$ cat config.mk
export PLATFORM = sky130hd
export DESIGN_NAME = receiver_buffer
export DESIGN_NICKNAME = d
export VERILOG_FILES = /design/src/rtl/uart_pkg.sv /design/src/rtl/word_assembler.sv /design/src/rtl/receiver_buffer.sv
export SDC_FILE = /design/constraint.sdc
export NUM_CORES = 1
export LEC_CHECK = 0
export CAP_MARGIN = 20
export CORE_MARGIN = 3
export CORE_UTILIZATION = 25
export CTS_CLUSTER_SIZE = 24
export DETAILED_ROUTE_END_ITERATION = 12
export PLACE_DENSITY = 0.45
export SYNTH_ARGS = -nofsm -noshare
export SYNTH_HDL_FRONTEND = slang
export SYNTH_SLANG_ARGS = --single-unit
$ cat constraint.sdc
create_clock -name CLK -period 6.4 [get_ports CLK]
set_clock_uncertainty 0.15 [all_clocks]
set_input_delay 0.96 -clock CLK [delete_from_list [all_inputs] [get_ports CLK]]
set_output_delay 0.96 -clock CLK [all_outputs]
set_load 0.02 [all_outputs]
$ cat src/rtl/uart_pkg.sv
// uart_pkg
//   Types and constants shared by the UART transmit and receive word buffers.
//   BYTES_PER_WORD : bytes packed into one FIFO word
//   byte_t         : one UART byte
//   word_t         : one FIFO word (MSB-first packing of BYTES_PER_WORD bytes)
package uart_pkg;

  localparam int BYTES_PER_WORD = 4;

  typedef logic [7:0]  byte_t;
  typedef logic [31:0] word_t;

endpackage : uart_pkg

$ cat src/rtl/word_assembler.sv
// word_assembler
//   Packs a byte stream into 32-bit words, most significant byte first.
//   Ports:
//     CLK         : system clock, rising edge
//     reset       : synchronous active-high reset, drops any partial word
//     input_data  : received byte, sampled when input_valid is high
//     input_valid : one-cycle strobe per received byte
//     o_word      : completed word, meaningful while o_push is high
//     o_push      : one-cycle push request, high in the cycle of the last byte
module word_assembler
  import uart_pkg::*;
(
  input  logic  CLK,
  input  logic  reset,
  input  byte_t input_data,
  input  logic  input_valid,
  output word_t o_word,
  output logic  o_push
);

  localparam logic [1:0] LAST_BYTE = 2'(BYTES_PER_WORD - 1);

  logic [1:0]  r_byte_cnt;
  logic [23:0] r_partial;

  always_ff @(posedge CLK) begin
    if (reset) begin
      r_byte_cnt <= '0;
      r_partial  <= '0;
    end else if (input_valid) begin
      if (r_byte_cnt == LAST_BYTE) begin
        // Word completes this cycle; the partial register is fully
        // overwritten by the next three bytes, so it is left as is.
        r_byte_cnt <= '0;
      end else begin
        r_partial  <= {r_partial[15:0], input_data};
        r_byte_cnt <= r_byte_cnt + 2'd1;
      end
    end
  end

  // The push is issued combinationally with the last byte so the FIFO
  // captures the word on the same edge; it is visible one cycle later.
  assign o_push = input_valid && (r_byte_cnt == LAST_BYTE);
  assign o_word = {r_partial, input_data};

endmodule : word_assembler

$ cat src/rtl/receiver_buffer.sv
// receiver_buffer
//   Receive-side word buffer: assembles UART bytes into 32-bit words and
//   queues them in a first-word-fall-through circular FIFO.
//   Ports:
//     CLK         : system clock, rising edge
//     reset       : synchronous active-high reset (priority over all inputs)
//     input_data  : received byte
//     input_valid : one-cycle strobe per received byte
//     read_enable : pop request; ignored while the FIFO is empty
//     data        : word at FIFO head, 0 while empty
//     valid       : FIFO non-empty
//     ready       : FIFO not full
//     level       : number of stored words
//     overflow    : sticky, set when a completed word had to be dropped
module receiver_buffer
  import uart_pkg::*;
#(
  parameter int BUFFER_SIZE = 32
) (
  input  logic                         CLK,
  input  logic                         reset,
  input  byte_t                        input_data,
  input  logic                         input_valid,
  input  logic                         read_enable,
  output word_t                        data,
  output logic                         valid,
  output logic                         ready,
  output logic [$clog2(BUFFER_SIZE):0] level,
  output logic                         overflow
);

  localparam int AW = $clog2(BUFFER_SIZE);
  localparam int LW = AW + 1;
  localparam logic [LW-1:0] FULL_LEVEL = LW'(BUFFER_SIZE);

  word_t         r_mem [BUFFER_SIZE];
  logic [AW-1:0] r_head;
  logic [AW-1:0] r_tail;
  logic [LW-1:0] r_level;
  logic          r_overflow;

  word_t w_word;
  logic  w_push;
  logic  w_pop_ok;
  logic  w_push_ok;
  logic  w_empty;
  logic  w_full;

  word_assembler u_assembler (
    .CLK         (CLK),
    .reset       (reset),
    .input_data  (input_data),
    .input_valid (input_valid),
    .o_word      (w_word),
    .o_push      (w_push)
  );

  // Full/empty come from the occupancy count only; head == tail is
  // ambiguous between the two.
  assign w_empty   = (r_level == '0);
  assign w_full    = (r_level == FULL_LEVEL);
  assign w_pop_ok  = read_enable && !w_empty;
  // A pop in the same cycle frees the slot the push needs, even when full.
  assign w_push_ok = w_push && (!w_full || w_pop_ok);

  // Storage has no reset so it maps onto plain RAM.
  always_ff @(posedge CLK) begin
    if (w_push_ok && !reset) begin
      r_mem[r_tail] <= w_word;
    end
  end

  always_ff @(posedge CLK) begin
    if (reset) begin
      r_head     <= '0;
      r_tail     <= '0;
      r_level    <= '0;
      r_overflow <= 1'b0;
    end else begin
      if (w_push_ok) begin
        r_tail <= r_tail + 1'b1;
      end
      if (w_pop_ok) begin
        r_head <= r_head + 1'b1;
      end
      case ({w_push_ok, w_pop_ok})
        2'b10:   r_level <= r_level + 1'b1;
        2'b01:   r_level <= r_level - 1'b1;
        default: r_level <= r_level;
      endcase
      if (w_push && !w_push_ok) begin
        r_overflow <= 1'b1;
      end
    end
  end

  assign valid    = !w_empty;
  assign ready    = !w_full;
  assign level    = r_level;
  assign overflow = r_overflow;
  assign data     = w_empty ? '0 : r_mem[r_head];

endmodule : receiver_buffer
Yosys cells after proc, flatten, opt, wreduce, memory -nomap -nowiden
Memories as Yosys holds them, arrays and structs flattened. A register that Yosys moved wholly into a read port is not among the register bits.
Index checks and enable logic that the tools add are counted.
{ "totals": {"register_bits": 43, "ramBits": 1024, "input_bits": 12, "output_inout_bits": 41, "wordCells": 37, "n_memories": 1} }
{ "memory_table": {"columns": ["name", "words", "word_bits", "rd", "rd_clocked_by_memory_dff", "write_ports", "line_no", "rtl"], "rows": [
  ["r_mem", 32, 32, 1, 1, 1, "receiver_buffer.sv:36", "word_t r_mem [BUFFER_SIZE];"]
]} }
{ "op_classes": {"addsub": 5, "n_eq_ne": 4, "muxes": 7, "bitwise_logic": 1, "n_reduce_logical": 13} }
{ "op_table": {"columns": ["cell", "n"], "rows": [
  ["2-to-1 mux 32 bit", 1],
  ["case mux 6 bit (2 select lines)", 1],
  ["adder 5 x 1 -> 5 bit, second input constant", 2],
  ["2-to-1 mux 5 bit", 2],
  ["adder 6 x 1 -> 6 bit, second input constant", 1],
  ["== test 6 bit, second input constant", 1],
  ["zero test 6 bit", 1],
  ["subtractor 6 x 1 -> 6 bit, second input constant", 1],
  ["logical AND 1 bit", 5],
  ["== test 2 bit, second input constant", 2],
  ["zero test 1 bit", 4],
  ["adder 2 x 1 -> 2 bit, second input constant", 1],
  ["== test 2 x 1 -> 1 bit, second input constant", 1],
  ["2-to-1 mux 1 bit", 2],
  ["2-to-1 mux 2 bit", 1],
  ["AND reduction 2 bit", 1],
  ["nonzero test 2 bit", 1],
  ["logical OR 1 bit", 1],
  ["NOT 1 bit", 1]
]} }

Longest topological paths before layout
{ "logic_depth": {"ltp_word": 8, "mapped_depth": 11, "mapped_depth_nobuf": 11} }

Modules after synthesis
A second synthesis with hierarchy kept.
{ "unflattened": {"hier_cells": 1804, "hier_area_um2": 41130.7} }
{ "by_module_without_submodules": {"columns": ["mod", "n_inst", "cells_each", "area_per_inst_um2", "seq_area_each_um2"], "rows": [
  ["receiver_buffer", 1, 1697, 39999.6, 31189.9],
  ["word_assembler", 1, 107, 1131.1, 520.5]
]} }

Least setup slack after synthesis
Ideal clock, no wire load.
{ "synth_path": {"kind": "in2reg", "startpoint": "input input_valid", "endpoint": "memory r_mem[30][0] in the netlist's numbering, enable pin", "setup_ps": 421, "t_arrival_ps": 3262, "required_time_ps": 5829, "setup_slack_ps": 2567, "path_stages": 6, "path_buffers": 1, "path_cell_list": "clkbuf_1 > and2_1 > o31ai_1 > nor2_1 > nand2_1 > nor2_1"} }
{ "synth_between": {"elab_chain_len": 5} }
{ "synth_rtl": {"columns": ["element", "line_no", "rtl"], "rows": [
  ["start, declared", "receiver_buffer.sv:23", "input logic input_valid,"],
  ["logical AND 1 bit", "word_assembler.sv:44", "assign o_push = input_valid && (r_byte_cnt == LAST_BYTE);"],
  ["logical AND 1 bit", "receiver_buffer.sv:64", "assign w_push_ok = w_push && (!w_full || w_pop_ok);"],
  ["logical AND 1 bit", "receiver_buffer.sv:68", "if (w_push_ok && !reset) begin"],
  ["2-to-1 mux 1 bit", "receiver_buffer.sv:68", null],
  ["2-to-1 mux 1 bit (not written as such)", "receiver_buffer.sv:69", "r_mem[r_tail] <= w_word;"],
  ["end, declared", "receiver_buffer.sv:36", null]
]} }
Every way passes these cells.

==> reports/metrics.cfg <==
[run_status]
status = completed

[clock_tree]
htree_levels = 3
cts_setup_buffers = 0
clk_latency_ps = 730
cts_tree = done
clkTransAtPathRegs_ps = 60
postCtsResizedCells = 0
cts_hold_buf = 0
cts_inserted_buffers = 118
cts_buffer_depth = 3
clockRootBuffer = clkbuf_16
clkSinkCount = 1072

[sta]
slew_viol_final = 0
report.final.hold_viol_count = 0
setup_viol_count_final = 0
clock.fmax_mhz = 173.7
min_period_over_period_pct = 89.94
slew_headroom_pct = 29.57
period_minus_slack_ps = 5756
rsz0062_at_grt = false
tightestPinTransition_ps = 1054
tns_ps = 0
finalHoldWorstSlack_ps = 312.8

[synth]
yosys.area.top_type = edfxtp_1
ys_ff_latch = 1072
syn_inst = 1835
ys.flop_type = edfxtp_1
synth_edf_count = 1024
yosys.area.top_type_share_pct = 74.27
async_flop_share_pct = 0
yosys_warnings = 0
post_synth.cell_area_avg_um2 = 22.56
yosysUniqueCellTypes = 53
synth.yosys.seq_area_share_pct = 76.59
syn-num-nets = 1858
synth_area_leaders = edfxtp_1, mux4_2, dfxtp_1, mux4_1, a2111oi_2
syn_area_um2 = 41400

[worst_hold_path]
min_to = u_assembler.r_partial[12]
hold_depth = 2
hp-start = u_assembler.r_partial[12]
hold_path.class = reg -> reg

[floorplan]
die-height_um = 413.0
die-area_um2 = 170500
ios = 53
start_util_pct = 25.29
num_rows = 148
fp.coreArea_um2 = 163700
die_w_um = 413.0

[critical_path]
crit_type = reg -> out
cp.arrival_ps = 4650
cp_slowest_stage_delay_ps = 990
critPathRequiredTime_ps = 5290
endpoint_kind = output pin
rrSetupSlack_ps = 2130
cp_slowest_cell = dfxtp_4
r2r-end = level[5]
path_common_cell = buf_4
crit_chain = buf_4 -> nand3b_1 -> buf_4 -> o22ai_1 -> a2111oi_1 -> buf_2 -> clkdlybuf4s50_1
start_kind = register
r2r_start = level[0]
reg2reg_depth = 12
cp_max_fo = 44

[drt]
drtAntennaViolNets = 0
post_drt_wl_per_cell_um = 26.12
vias = 19430
drtIter0Drc = 1685
dr.pass1.iters = 5
routed_wl_mm = 111.4
vias_per_cell = 4.556
drc = 0

[grt]
grt_pass1_vias = 20600
grt.total_usage_pct = 13.06
grt_pass1_wl_mm = 157.9
antenna_found_initial = 1
globalRouteOverflowTotal = 0
grt_max_degree = 67

[final_layout]
utilization_pct = 29.91
layout_commonest_cell = edfxtp_1
final_nets = 2018
drive_gt1_share_pct = 29.79
syn2layout_area_growth_pct = 18.27
final_cell_mix = edfxtp_1, mux4_2, clkbuf_16

[pwr]
power.density_nw_per_um2 = 348.1
leakagePower_uw = 0.01534
ir_drop_mv = 0.3159

[job]
cap_violations = 0

[placement]
dp_hpwl_mm = 63.23
place.gp.congestion = 0.7235
numPortBuffers = 52

[stage by stage]
step	std cells	instance area (um^2)	total power (uW)	setup WS (ps)
after global routing	4263	48960	17720	306.6
after CTS	4252	48690	17320	344.3
after floorplan	1835	41400	9816	2567
after global placement	4028	44800	10800	928.4
after detailed placement	4039	45010	10830	1173
final	4265	48970	17050	643.7
[synth_stat cells (all sizes together), types with 4 or more instances]
cell / count
a2111oi: 33
a211oi: 15
a21o: 4
a21oi: 32
buf: 60
clkbuf: 41
dfxtp: 48
edfxtp: 1024
ha: 10
inv: 18
mux2i: 24
mux4: 288
nand2: 63
nand3: 6
nand3b: 5
nand4: 4
nor2: 52
nor2b: 34
o22ai: 32
xor2: 8
[area by class of cell]
type / count / area (um^2)
Sequential cell: 1072 / 31730
Clock inverter: 70 / 595.6
Antenna cell: 2 / 5.005
Timing Repair Buffer: 141 / 1577
Inverter: 18 / 67.56
Fill cell: 15780 / 114700
Clock buffer: 143 / 3077
Tap cell: 2175 / 2721
Multi-Input combinational cell: 644 / 9200
[state kept, by name, indices dropped and copies added, names as in the netlist, named ones only]
| name | cells |
|---|---|
| overflow | 1 |
| u_assembler.r_byte_cnt | 2 |
| r_mem | 1024 |
| r_tail | 5 |
| level | 6 |
| u_assembler.r_partial | 24 |
| r_head | 5 |
[report_power, final]
group | switching [uW] | internal (uW)
Clock | 2810 | 3630
Combinational | 1510 | 1280
Sequential | 142 | 7680
[worst max path at each step]
| stage | start | endpoint | slack, ps | cells past startpoint |
|---|---|---|---|---|
| floorplan | input_valid | r_mem[30][0] | 2570 | 6 |
| CTS | register | data[8] | 340 | 7 |
| detailed placement | register | data[8] | 1170 | 7 |
| global placement | register | data[8] | 930 | 6 |
| finish | register | data[8] | 640 | 7 |
| global route | register | data[8] | 310 | 7 |
[per-layer routing]
| metal | global-route usage, % | part of all wire (%) | up-vias |
|---|---|---|---|
| li1 | - | - | 8107 |
| met1 | 17.96 | 44 | 10650 |
| met2 | 21.16 | 48 | 548 |
| met3 | 2.203 | 4.9 | 125 |
| met4 | 3.943 | 2.2 | 0 |
| met5 | 0 | 0 | - |
[worst max-delay path: cells and delay by family, from the launching register on]
family                 cells  cell delay [ps]
AOI/OAI and AO/OA          2              650
and+or+nand+nor            1              500
DFF                        1              990
buffers and inverters      4             1750
[logic make-up (layout without fill, tap and decap cells)]
kind of cell               Yosys count  after routing  synth area share (%)
adders and majority gates           11             11                0.3505
AOI/OAI and AO/OA                  130            130                 2.490
and+or+nand+nor                    180            180                 2.185
DFF                               1072           1072                 76.59
xor gates and xnor gates            10             10                0.2115
other                                0              2                     0
buffers and inverters              119            372                 1.804
muxes                              313            313                 16.37
Note: power is estimated with default switching activity, not from simulation.
